===== src/rtl/contador_bcd_n_pkg.sv =====
// Shared constants and types for the N-digit BCD counter.
// One digit step yields a digit plus a carry/borrow out.
package contador_pkg;

  localparam int DIGIT_W = 4;
  localparam logic [DIGIT_W-1:0] DIGIT_MAX = 4'd9;

  typedef struct packed {
    logic [DIGIT_W-1:0] digit;
    logic               carry;
  } step_t;

  function automatic logic [DIGIT_W-1:0] clamp_digit(
    input logic [DIGIT_W-1:0] d
  );
    return (d > DIGIT_MAX) ? DIGIT_MAX : d;
  endfunction

endpackage


===== src/rtl/contador_bcd_n_if.sv =====
// Control and status bundle of the BCD counter.
// master drives the controls, slave is the counter.
interface contador_bcd_n_if #(
  parameter int DIGITS = 2
);

  logic                  en;
  logic                  inc;
  logic                  auto_repor;
  logic                  reset_no_max;
  logic                  load;
  logic [4*DIGITS-1:0]   load_value;
  logic [4*DIGITS-1:0]   count;
  logic                  at_max;
  logic                  at_zero;
  logic                  limite;

  modport master (
    output en, inc, auto_repor, reset_no_max,
    output load, load_value,
    input  count, at_max, at_zero, limite
  );

  modport slave (
    input  en, inc, auto_repor, reset_no_max,
    input  load, load_value,
    output count, at_max, at_zero, limite
  );

endinterface


===== src/rtl/contador_bcd_n_digito_bcd.sv =====
// Combinational single BCD digit up/down step.
// cin is the carry (up) or borrow (down) coming from below.
module digito_bcd
  import contador_pkg::*;
(
  input  logic               up,
  input  logic               cin,
  input  logic [DIGIT_W-1:0] digit,
  output step_t              res
);

  always_comb begin
    res.digit = digit;
    res.carry = 1'b0;
    if (cin) begin
      if (up) begin
        if (digit == DIGIT_MAX) begin
          res.digit = '0;
          res.carry = 1'b1;
        end else begin
          res.digit = digit + 4'd1;
        end
      end else begin
        if (digit == '0) begin
          res.digit = DIGIT_MAX;
          res.carry = 1'b1;
        end else begin
          res.digit = digit - 4'd1;
        end
      end
    end
  end

endmodule


===== src/rtl/contador_bcd_n.sv =====
// N-digit BCD up/down counter with load, auto-reload and
// saturate/wrap limits; digits ripple through digito_bcd.
module contador_bcd_n
  import contador_pkg::*;
#(
  parameter int                  DIGITS       = 2,
  parameter int                  WRAP         = 0,
  parameter logic [4*DIGITS-1:0] RELOAD_VALUE = 'h25,
  parameter logic [4*DIGITS-1:0] THRESHOLD    = 'h05
) (
  input logic               clock,
  input logic               reset,
  contador_bcd_n_if.slave   bus
);

  localparam int W = DIGIT_W * DIGITS;
  localparam logic [W-1:0] MAX_BCD = {DIGITS{DIGIT_MAX}};

  logic [W-1:0]    cnt_q;
  logic            lim_q;
  logic [W-1:0]    nxt;
  logic [W-1:0]    ld_clamp;
  logic [DIGITS:0] carry;
  step_t           st [DIGITS];
  logic            at_max;
  logic            below;

  assign carry[0] = 1'b1;

  for (genvar i = 0; i < DIGITS; i++) begin : g_dig
    digito_bcd u_dig (
      .up    (bus.inc),
      .cin   (carry[i]),
      .digit (cnt_q[DIGIT_W*i +: DIGIT_W]),
      .res   (st[i])
    );
    assign nxt[DIGIT_W*i +: DIGIT_W] = st[i].digit;
    assign carry[i+1] = st[i].carry;
    assign ld_clamp[DIGIT_W*i +: DIGIT_W] =
      clamp_digit(bus.load_value[DIGIT_W*i +: DIGIT_W]);
  end

  assign at_max = (cnt_q == MAX_BCD);
  // Valid BCD orders like plain binary, so a vector compare suffices.
  assign below  = (cnt_q < THRESHOLD);

  always_ff @(posedge clock) begin
    if (reset) begin
      cnt_q <= '0;
      lim_q <= 1'b0;
    end else begin
      lim_q <= 1'b0;
      if (bus.load) begin
        cnt_q <= ld_clamp;
      end else if (bus.en) begin
        if (bus.auto_repor && below) begin
          cnt_q <= RELOAD_VALUE;
        end else if (bus.reset_no_max && at_max) begin
          cnt_q <= '0;
          lim_q <= 1'b1;
        end else begin
          // Carry out of the top digit means a limit was hit.
          lim_q <= carry[DIGITS];
          if (!carry[DIGITS] || WRAP != 0) begin
            cnt_q <= nxt;
          end
        end
      end
    end
  end

  assign bus.count   = cnt_q;
  assign bus.at_max  = at_max;
  assign bus.at_zero = (cnt_q == '0);
  assign bus.limite  = lim_q;

endmodule


===== src/flat_wrapper.sv =====
// flat-port wrapper written by rule: the top's interface ports become plain ports
module contador_bcd_n_flat import contador_pkg::*;
#(
  parameter int                  DIGITS       = 2,
  parameter int                  WRAP         = 0,
  parameter logic [4*DIGITS-1:0] RELOAD_VALUE = 'h25,
  parameter logic [4*DIGITS-1:0] THRESHOLD    = 'h05
)
  (clock, reset, bus_en, bus_inc, bus_auto_repor, bus_reset_no_max, bus_load, bus_load_value, bus_count, bus_at_max, bus_at_zero, bus_limite);
  contador_bcd_n_if #(.DIGITS(DIGITS)) bus_i ();
  input logic clock;
  input logic reset;
  input wire logic [$bits(bus_i.en)-1:0] bus_en;
  input wire logic [$bits(bus_i.inc)-1:0] bus_inc;
  input wire logic [$bits(bus_i.auto_repor)-1:0] bus_auto_repor;
  input wire logic [$bits(bus_i.reset_no_max)-1:0] bus_reset_no_max;
  input wire logic [$bits(bus_i.load)-1:0] bus_load;
  input wire logic [$bits(bus_i.load_value)-1:0] bus_load_value;
  output wire logic [$bits(bus_i.count)-1:0] bus_count;
  output wire logic [$bits(bus_i.at_max)-1:0] bus_at_max;
  output wire logic [$bits(bus_i.at_zero)-1:0] bus_at_zero;
  output wire logic [$bits(bus_i.limite)-1:0] bus_limite;
  assign bus_i.en = bus_en;
  assign bus_i.inc = bus_inc;
  assign bus_i.auto_repor = bus_auto_repor;
  assign bus_i.reset_no_max = bus_reset_no_max;
  assign bus_i.load = bus_load;
  assign bus_i.load_value = bus_load_value;
  assign bus_count = bus_i.count;
  assign bus_at_max = bus_i.at_max;
  assign bus_at_zero = bus_i.at_zero;
  assign bus_limite = bus_i.limite;
  contador_bcd_n #(.DIGITS(DIGITS), .WRAP(WRAP), .RELOAD_VALUE(RELOAD_VALUE), .THRESHOLD(THRESHOLD)) u_core (.clock(clock), .reset(reset), .bus(bus_i));
endmodule

===== config.mk =====
export PLATFORM = sky130hd
export DESIGN_NAME = contador_bcd_n_flat
export DESIGN_NICKNAME = d
export VERILOG_FILES = /design/src/rtl/contador_bcd_n_pkg.sv /design/src/rtl/contador_bcd_n_if.sv /design/src/rtl/contador_bcd_n_digito_bcd.sv /design/src/rtl/contador_bcd_n.sv /design/src/flat_wrapper.sv
export SDC_FILE = /design/constraint.sdc
export NUM_CORES = 1
export LEC_CHECK = 0
export CAP_MARGIN = 20
export CORE_MARGIN = 5
export CORE_UTILIZATION = 55
export CTS_BUF_LIST = sky130_fd_sc_hd__clkbuf_8
export DETAILED_ROUTE_END_ITERATION = 10
export PLACE_DENSITY = 0.91
export SLEW_MARGIN = 0
export SYNTH_ARGS = -nofsm -noshare
export SYNTH_HDL_FRONTEND = slang
export SYNTH_SLANG_ARGS = --single-unit

===== constraint.sdc =====
create_clock -name clock -period 2.8 [get_ports clock]
set_input_delay 0.56 -clock clock [delete_from_list [all_inputs] [get_ports clock]]
set_output_delay 0.56 -clock clock [all_outputs]
set_load 0.02 [all_outputs]

# After elaboration in Yosys (flattened, before gate mapping)

Index checks and enable logic that the tools add are counted.

Bits in registers: 9
Bits of input ports: 15
Output and inout bits: 11

$add $sub $neg: 4
$lt $le $gt $ge: 3
Eq/ne operators: 4
Mux-type cells: 19
Bitwise gates (word level): 1
Reductions and logical operators: 10

Operator list:

| cell                                                  | count |
|---|---|
| 2-to-1 mux 8 bit                                      | 5 |
| 2-to-1 mux 4 bit                                      | 6 |
| 2-to-1 mux 5 bit                                      | 3 |
| adder 4 x 1 -> 4 bit, second input constant           | 2 |
| == test 4 bit, second input constant                  | 2 |
| == test 8 bit, second input constant                  | 1 |
| > comparator 4 bit, second input constant             | 2 |
| logical NOT 4 bit                                     | 2 |
| logical NOT 8 bit                                     | 1 |
| < comparator 8 x 3 -> 1 bit, second input constant    | 1 |
| subtractor 4 x 1 -> 4 bit, second input constant      | 2 |
| 2-to-1 mux 1 bit                                      | 5 |
| inequality test 4 x 2 -> 1 bit, second input constant | 1 |
| nonzero test 4 bit                                    | 1 |
| OR reduction 4 bit                                    | 1 |
| AND reduction 3 bit                                   | 1 |
| logical AND 1 bit                                     | 2 |
| AND reduction 2 bit                                   | 1 |
| nonzero test 2 bit                                    | 1 |
| inverter 1 bit                                        | 1 |

# Logic depth before layout (Yosys ltp)

Gate-level depths: netlist of run 1.

Word-level depth: 9
Mapped depth: 8

# By module

From an unflattened synthesis of run 1, not the netlist that was laid out.

Cells, all modules: 137
Area total of the unflattened synthesis: 1042.2 µm²

By module, submodules not included:

| module         | instances | cells an instance | area each (µm²) | seq. area each (µm²) |
|---|---|---|---|---|
| contador_bcd_n | 1         | 75                | 609.3           | 180.2 |
| digito_bcd     | 2         | 31                | 216.5           | 0.0 |

# Worst setup path after synthesis of run 1

OpenSTA, ideal clock, no wires.

Kind: reg-to-reg
From: register u_core.cnt_q[4] (netlist: u_core.bus.count[4])
To: register u_core.cnt_q[4] (netlist: u_core.bus.count[4])
Library setup time: 0.079 ns
Data arrival time: 1.907 ns
Data required time: 2.721 ns
Path slack: 0.814 ns
Cell stages (with the launch flop): 9
Clock period less this slack: 1.986 ns
Cells stage by stage: dfxtp_1 inv_1 ha_1 nor3b_2 mux2i_4 nand2_1 a31oi_4 nor2_1 a211oi_2

Longest elaborated chain between the ends: 9

RTL lines:

| element                                                 | line                                                             | RTL |
|---|---|---|
| start: declaration                                      | contador_bcd_n.sv:19                                             | `logic [W-1:0] cnt_q;` |
| start signal: assignment                                | contador_bcd_n.sv:54                                             | `cnt_q <= ld_clamp;` |
| start signal: assignment                                | contador_bcd_n.sv:65                                             | `cnt_q <= nxt;` |
| subtractor 4 x 1 -> 4 bit, or another cell as far along | contador_bcd_n_digito_bcd.sv:28                                  | `res.digit = digit - 4'd1;` |
| 2-to-1 mux 4 bit, on equally long branches              | contador_bcd_n_digito_bcd.sv:24, contador_bcd_n_digito_bcd.sv:17 |  |
| 2-to-1 mux 5 bit                                        | contador_bcd_n_digito_bcd.sv:16                                  | `if (up) begin` |
| 2-to-1 mux 5 bit                                        | contador_bcd_n_digito_bcd.sv:15                                  | `if (cin) begin` |
| 2-to-1 mux 8 bit                                        | contador_bcd_n.sv:64                                             | `if (!carry[DIGITS] \|\| WRAP != 0) begin` |
| 2-to-1 mux 8 bit                                        | contador_bcd_n.sv:58                                             | `end else if (bus.reset_no_max && at_max) begin` |
| 2-to-1 mux 8 bit                                        | contador_bcd_n.sv:56                                             | `if (bus.auto_repor && below) begin` |
| 2-to-1 mux 8 bit                                        | contador_bcd_n.sv:55                                             | `end else if (bus.en) begin` |
| 2-to-1 mux 8 bit                                        | contador_bcd_n.sv:53                                             | `if (bus.load) begin` |

Parallel ways exist; a longest one is shown, timed or not. The select of a mux whose other input is x is not followed.
A chain may end at the register's enable or synchronous reset.

# Worst setup path in the final report of run 1

From: register u_core.cnt_q[0] (netlist: u_core.bus.count[0])
To: output bus_at_zero

Longest elaborated chain between the ends: 1

RTL lines:

| element           | line                 | RTL |
|---|---|---|
| logical NOT 8 bit | contador_bcd_n.sv:74 | `assign bus.at_zero = (cnt_q == '0);` |
| end: declaration  | flat_wrapper.sv:21   | `output wire logic [$bits(bus_i.at_zero)-1:0] bus_at_zero;` |

Every way passes these cells.

==> results of run 1 <==
## cells by family (layout without fill, tap and decap cells)
kind of cell	after synthesis	in the layout
AND/OR/NAND/NOR	51	51
AO/OA/AOI/OAI	45	45
buffers and inverters	19	43
flip-flops	9	9
adder cells (fa/ha/maj)	7	7
multiplexers	3	3
XOR/XNOR	2	2
## worst max-delay path, stage by stage, from the launching register on
cell and delay (ns):
dfxtp_1 0.39, inv_1 0.09, ha_1 0.20, inv_1 0.12
or3_1 0.35, nor2_1 0.10, clkdlybuf4s50_1 0.61
## state kept, by name, indices dropped and copies added (netlist names)
register,count
u_core.bus.count,8
u_core.bus.limite,1
## cell type report
| class | instances | area (um2) | share of cell area, % |
|---|---|---|---|
| multi-input cells | 108 | 821 | 59.0 |
| clock buffers | 3 | 41.3 | 2.97 |
| well taps | 27 | 33.8 | 2.43 |
| repair buffers | 27 | 265 | 19.1 |
| clock inverters | 1 | 3.75 | 0.270 |
| inverters | 12 | 45.0 | 3.24 |
| flip-flops and latches | 9 | 180 | 13.0 |
## power breakdown
part | internal, uW | switching, uW
Combinational | 164 | 192
Sequential | 145 | 44.7
Clock | 95.6 | 52.4
## how the worst max path moves through the flow
stage                                   start                  end  slack, ns  depth (start not counted)
after floorplan           u_core.bus.count[4]  u_core.bus.count[4]       0.81                          8
after global placement                bus_inc  u_core.bus.count[4]       0.34                          7
after detailed placement              bus_inc  u_core.bus.count[7]       0.26                          7
after CTS                 u_core.bus.count[0]          bus_at_zero       0.14                          6
after global routing      u_core.bus.count[0]          bus_at_zero       0.02                          6
final                     u_core.bus.count[0]          bus_at_zero       0.15                          6
## through the flow
stage | hold WS (ns) | cells | worst slack (ns) | total power, uW | util, %
finish | 0.574 | 187 | 0.151 | 694 | 71.6
global route | 0.628 | 187 | 0.0199 | 740 | 71.6
CTS | 0.568 | 187 | 0.143 | 693 | 71.6
detailed placement | 0.557 | 183 | 0.263 | 542 | 69.3
global placement | 0.553 | 183 | 0.340 | 528 | 69.3
floorplan | 0.607 | 136 | 0.814 | 444 | -
## metal layers
| layer | wire, um | vias up | share of wire [%] | GRT usage, % |
|---|---|---|---|---|
| met2 | 1360 | 75 | 47 | 38.4 |
| met3 | 258 | 9 | 8.9 | 1.63 |
| met5 | 0 | - | 0 | 0 |
| met1 | 1240 | 510 | 43 | 30.0 |
| met4 | 55 | 0 | 1.9 | 9.54 |
| li1 | - | 543 | - | - |
## cells in the final DEF (no fill, tap or decap), drive strengths merged, types with 3 or more instances in the layout
| cell | Yosys | layout |
|---|---|---|
| nand2b | 3 | 3 |
| a21oi | 12 | 12 |
| nand2 | 9 | 9 |
| nor2b | 3 | 3 |
| a211oi | 4 | 4 |
| a31oi | 4 | 4 |
| mux2i | 3 | 3 |
| nand3 | 4 | 4 |
| nor2 | 18 | 18 |
| clkdlybuf4s50 | 0 | 25 |
| dfxtp | 9 | 9 |
| ha | 7 | 7 |
| o21ai | 7 | 7 |
| nor3 | 4 | 4 |
| clkbuf | 0 | 3 |
| inv | 12 | 13 |
==> key figures, run 1 <==
Timing
  – Final critical path time including I/O delays and setup: around 2.6 ns
  – Max Slew Vio Count: 0
  – Period utilisation layout: ~95%
  – Highest achievable clock rate: 378 MHz
  – Worst Tran Pin Value: just under 0.5 ns
  – Setup violators final: 0
  – Hold violation total from the final report: 0
  – Setup Skew: 0.00124 ns
  – Max transition margin: 66.8%
  – Setup_tns: 0 ns
  – RSZ-0062 raised after global routing: no

Logic synthesis
  – Sequential fraction of the synthesis area: between 15 and 20%
  – Fraction of the mapped netlist area in compound gates: about a third
  – Fraction of synthesized cell area in xor and xnor cells: 1.59%
  – Post-synthesis register bit count: 9
  – Main combinational cell family by area after synthesis: compound AO/OA/AOI/OAI gates
  – Number of enable flip-flop cells after synthesis: 0
  – Portion of netlist area occupied by mux cells: 3.86%
  – Distinct cells, synth: 52
  – Nets in the synthesized netlist: approximately 160
  – Mapped cell area: roughly 0.0011 mm2
  – Adder-cell share of the synthesized area: slightly below 8%
  – Share of the synthesized area in the top cell type: around 16%
  – Synth top area cells: dfxtp_1, ha_1, nor2_1
  – Mean cell area of the mapped netlist: 8.10 um2
  – Simple-gate share of the synthesized area: about a quarter
  – Predominant post-synthesis flop cell: dfxtp_1
  – Cell with the most instances after synthesis: nor2_1
  – Async SR Flop Fraction: 0%
  – Most area-hungry cell type in the Yosys netlist: dfxtp_1
  – Instance count of the mapped netlist: 136
  – Number of warnings issued by yosys: 0
  – Synth top cells by count: nor2_1, a21oi_1, inv_1

Floorplanning
  – Floorplan die width: 54.7 um
  – Cell row count: 16
  – Starting Density: between 50% and 60%
  – Total Die Area: ~0.0030 mm2
  – Die height: roughly 55 um
  – Core outline area: about 0.0019 mm2
  – Top Ports: 26

Clock tree
  – Number of buffers created by CTS: 3
  – Source-to-sink clock delay at the later pin of the worst-skew pair: 0.23 ns
  – Clock-pin slew on the worst setup and hold paths: 0.05 ns
  – Clock sink count: 9
  – TritonCTS clock tree: built
  – Post-CTS sizing: 0
  – # Post-CTS Setup Buffers: 0
  – Library cell used as clock root buffer: clkbuf_8
  – H-tree depth: 1
  – Cts-stage hold buffer count: 0
  – Maximum buffer depth of the clock tree: 2

Drt
  – Via density per instance: around 6
  – Total via count in the routed design: 1137
  – Remaining number of nets flagged by the antenna check after routing: 0
  – Overall routed net length: 2.91 mm
  – Wire length per cell after detailed routing: 15.6 um
  – First-pass iteration count of the detailed router: 4
  – Number of remaining DRC errors: 0
  – Violation count after the first detailed-routing iteration: 41

GRT
  – Antenna violations before repair: 0
  – Wire length of the first global-routing pass: about 5 mm
  – Largest net degree at the start of global routing: 14
  – Number of global-route vias before repair: roughly 1100
  – Final global-route overflow total: 0
  – Global-route usage over all layers: approximately 23%

Setup path
  – Required time at the worst-slack endpoint: roughly 2.2 ns
  – Origin of the critical flop-to-flop path: u_core.bus.count[0]
  – Critical path start-end classification: register to output port
  – Startpoint types: register
  – Number of cells on the worst reg-to-reg path: 8
  – Maximum fanout along the worst path: 8
  – Critical R2R Capture: u_core.bus.count[4]
  – Endpoint arrival time on the critical path: 2.09 ns
  – Category of the worst setup path capture point: output port
  – Slack of the worst reg-to-reg path: between 0.6 and 0.7 ns

Hold path
  – Number of instances on the worst hold path: 2
  – Hold/Removal Path Class: register to register
  – Worst Min Path Start: u_core.bus.count[1]
  – Hold Path Sink: u_core.bus.count[1]

Final layout
  – Design Area, Final: roughly 0.0014 mm2
  – P&R area growth vs syn: 26.2%
  – Number of nets in the finished design: about 180
  – Fillcell total: between 150 and 200
  – Fraction of layout cells with a size suffix above 1: between 15 and 20%
  – Ant. Diodes: 0

Place
  – Post-DP HPWL: about 2.3 mm
  – Gp weighted congestion: 0.894
  – Post-detailed-placement cell area: between 0.001 and 0.0015 mm2
  – I/O Buffers: 25

Outcome
  – Run status: finished, final reports clean

Power and ir drop
  – Power Density: between 400 and 500 mW/mm2
  – Largest voltage drop on the vdd net: 0.341 mV
  – Total leakage power: just over 0.0005 uW

Job
  – Max capacitance violation total: 0
(Power assumes the default switching activity.)
==> run 2: changes to the inputs <==
--- a/config.mk
+++ b/config.mk
@@ -11,6 +11,7 @@
 export CTS_BUF_LIST = sky130_fd_sc_hd__clkbuf_8
 export DETAILED_ROUTE_END_ITERATION = 10
 export PLACE_DENSITY = 0.91
+export SKIP_LAST_GASP = 1
 export SLEW_MARGIN = 0
 export SYNTH_ARGS = -nofsm -noshare
 export SYNTH_HDL_FRONTEND = slang
==> results of run 2 <==
No change in the layout: final DEF, timing and power equal those of run 1.
==> run 3: changes to the inputs <==
--- a/config.mk
+++ b/config.mk
@@ -6,8 +6,11 @@
 export NUM_CORES = 1
 export LEC_CHECK = 0
 export CAP_MARGIN = 20
+export CELL_PAD_IN_SITES_DETAIL_PLACEMENT = 0
+export CELL_PAD_IN_SITES_GLOBAL_PLACEMENT = 1
+export CORE_ASPECT_RATIO = 1.75
 export CORE_MARGIN = 5
-export CORE_UTILIZATION = 55
+export CORE_UTILIZATION = 40
 export CTS_BUF_LIST = sky130_fd_sc_hd__clkbuf_8
 export DETAILED_ROUTE_END_ITERATION = 10
 export PLACE_DENSITY = 0.91
==> run 3 against run 2 <==
Compared with the run above:
- combinational power grew 12%
- via count grew 0.26%
- sequential share of layout area shrank 0.34 points
- utilization decreased by 19 points
- global-route usage shrank 7.1 points
- design area up 2.7%
- power increased by 2.7%
- clock skew shrank 0.00076 ns
- critical path type unchanged
- worst hold slack improved by 0.0039 ns
- worst setup slack lost 0.029 ns
- clock power is essentially flat
- register-to-register slack got worse by 0.02 ns
==> key figures, run 3 (synthesis gave the netlist of run 1 again) <==
Clock tree
  – Source-to-sink clock delay at the later pin of the worst-skew pair: 0.23 ns (about the same)
  – Library cell used as clock root buffer: clkbuf_8
  – H-tree depth: 1 (unchanged)
  – TritonCTS clock tree: built
  – Clock-pin slew on the worst setup and hold paths: 0.04 ns (about the same)
  – Maximum buffer depth of the clock tree: 2 (unchanged)
  – Cts-stage hold buffer count: 0 (unchanged)
  – # Post-CTS Setup Buffers: 0 (unchanged)
  – Clock sink count: 9 (unchanged)
  – Number of buffers created by CTS: 3 (unchanged)
  – Post-CTS sizing: 0 (unchanged)

Setup path
  – Endpoint arrival time on the critical path: 2.12 ns (+0.03 ns)
  – Maximum fanout along the worst path: 8 (unchanged)
  – Category of the worst setup path capture point: output port
  – Critical path start-end classification: register to output port
  – Required time at the worst-slack endpoint: 2.24 ns (about the same)
  – Startpoint types: register

Final layout
  – Number of nets in the finished design: 188 (+2.7%)
  – Largest register FFs: 8 (unchanged)
  – Ant. Diodes: 0 (unchanged)
  – Fillcell total: 269 (+77%)
  – Fraction of layout cells with a size suffix above 1: 18.2% (+2.6 points)
  – Post-Route Utilization: 53.1% (-19 points)
  – Cell Count, Final, Fillers Out: 192 (+2.7%)
  – Most used cells in the layout excluding fill and tap cells: clkdlybuf4s50_1, nor2_1, inv_1
  – P&R area growth vs syn: 29.7%
  – Most common cell after layout, fill and taps aside: clkdlybuf4s50_1

Outcome
  – Run status: finished, final reports clean

Timing
  – Highest achievable clock rate: 373 MHz (-1.1%)
  – Max transition margin: 71.0% (+4.2 points)
  – Max Slew Vio Count: 0 (unchanged)
  – Setup violators final: 0 (unchanged)
  – Setup Skew: 0.000474 ns (-0.000764 ns)
  – Period utilisation layout: 95.6% (+1.1 points)
  – Final critical path time including I/O delays and setup: 2.68 ns (+0.0294 ns)
  – Hold violation total from the final report: 0 (unchanged)
  – Setup_tns: 0 ns (unchanged)
  – RSZ-0062 raised after global routing: no
  – Worst Tran Pin Value: 0.434 ns (-0.0629 ns)
  – Final worst-path setup slack: 0.122 ns (-0.0294 ns)

Hold path
  – Hold/Removal Path Class: register to register

GRT
  – Largest net degree at the start of global routing: 11 (-3)
  – Number of global-route vias before repair: 1187 (+3.7%)
  – Final global-route overflow total: 0 (unchanged)
  – Wire length of the first global-routing pass: 5.05 mm (+0.26%)
  – Antenna violations before repair: 0 (unchanged)
  – Global-route usage over all layers: 15.9% (-7.1 points)

Drt
  – Wire length per cell after detailed routing: 16.1 um (+3.2%)
  – Number of remaining DRC errors: 0 (unchanged)
  – Overall routed net length: 3.08 mm (+5.9%)
  – First-pass iteration count of the detailed router: 4 (unchanged)
  – Remaining number of nets flagged by the antenna check after routing: 0 (unchanged)
  – Total via count in the routed design: 1140 (+0.26%)
  – Via density per instance: 5.94 (-2.3%)
  – Violation count after the first detailed-routing iteration: 36 (-12%)

Place
  – Post-DP HPWL: 2.53 mm (+12%)
  – I/O Buffers: 25 (unchanged)
  – Minimum setup slack after placement: 0.258 ns (-0.00535 ns)
  – Count of placed standard cells including taps: 188 (+2.7%)
  – Gp weighted congestion: 0.882 (-1.3%)

Job
  – Max capacitance violation total: 0 (unchanged)

Floorplanning
  – Core outline area: 0.00269 mm2 (+39%)
  – Cell row count: 25 (+9)
  – Top Ports: 26 (unchanged)
  – Floorplan die width: 49.7 um (-9.3%)
  – Total Die Area: 0.00394 mm2 (+32%)
  – Die height: 79.4 um (+45%)
  – Starting Density: 40.9% (-16 points)

Power and ir drop
  – Largest voltage drop on the vdd net: 0.321 mV (-5.8%)
  – Total leakage power: 0.000542 uW (+5.0%)
  – Power Density: 499 mW/mm2 (about the same)
[run 3: critical path: stages, from the launching register on]
cell and delay (ns):
dfxtp_1 0.39, inv_1 0.10, ha_1 0.21, inv_1 0.13, or3_1 0.35, nor2_1 0.10
clkdlybuf4s50_1 0.60
[run 3: per-layer routing]
metal | share of wire, % | global-route usage [%]
met2 | 55 | 29.7
met1 | 34 | 14.9
met3 | 5.3 | 3.18
met5 | 0 | 0
met4 | 5.1 | 10.5
[run 3: stage by stage]
step / power (uW) / hold slack (ns) / cell area (um2)
after detailed placement: 563 / 0.582 / 1380
after floorplan: 444 / 0.607 / 1100
after CTS: 713 / 0.589 / 1430
after global placement: 557 / 0.556 / 1380
final: 713 / 0.578 / 1430
after global routing: 759 / 0.605 / 1430
[run 3: path summary, 6_finish.rpt]
| path | start | to | slack (ns) | depth (start not counted) |
|---|---|---|---|---|
| max | u_core.bus.count[0] | bus_at_zero | 0.12 | 6 |
| min | u_core.bus.count[1] | u_core.bus.count[1] | 0.58 | 2 |
| max reg2reg | u_core.bus.count[0] | u_core.bus.count[6] | 0.63 | 8 |
| min reg2reg | u_core.bus.count[1] | u_core.bus.count[1] | 0.58 | 2 |
[run 3: report_power, final]
part	internal (uW)	switching, uW	total [uW]
clock network	95.5	52.4	148
registers	145	21.3	166
logic	177	221	399
[run 3: cell type report]
type	instances	area [um2]	share of cell area, %
clock buffers	3	41.3	2.89
clock inverters	1	3.75	0.263
inverters	12	45.0	3.16
multi-input cells	108	821	57.5
flip-flops and latches	9	180	12.6
well taps	27	33.8	2.37
repair buffers	32	303	21.2
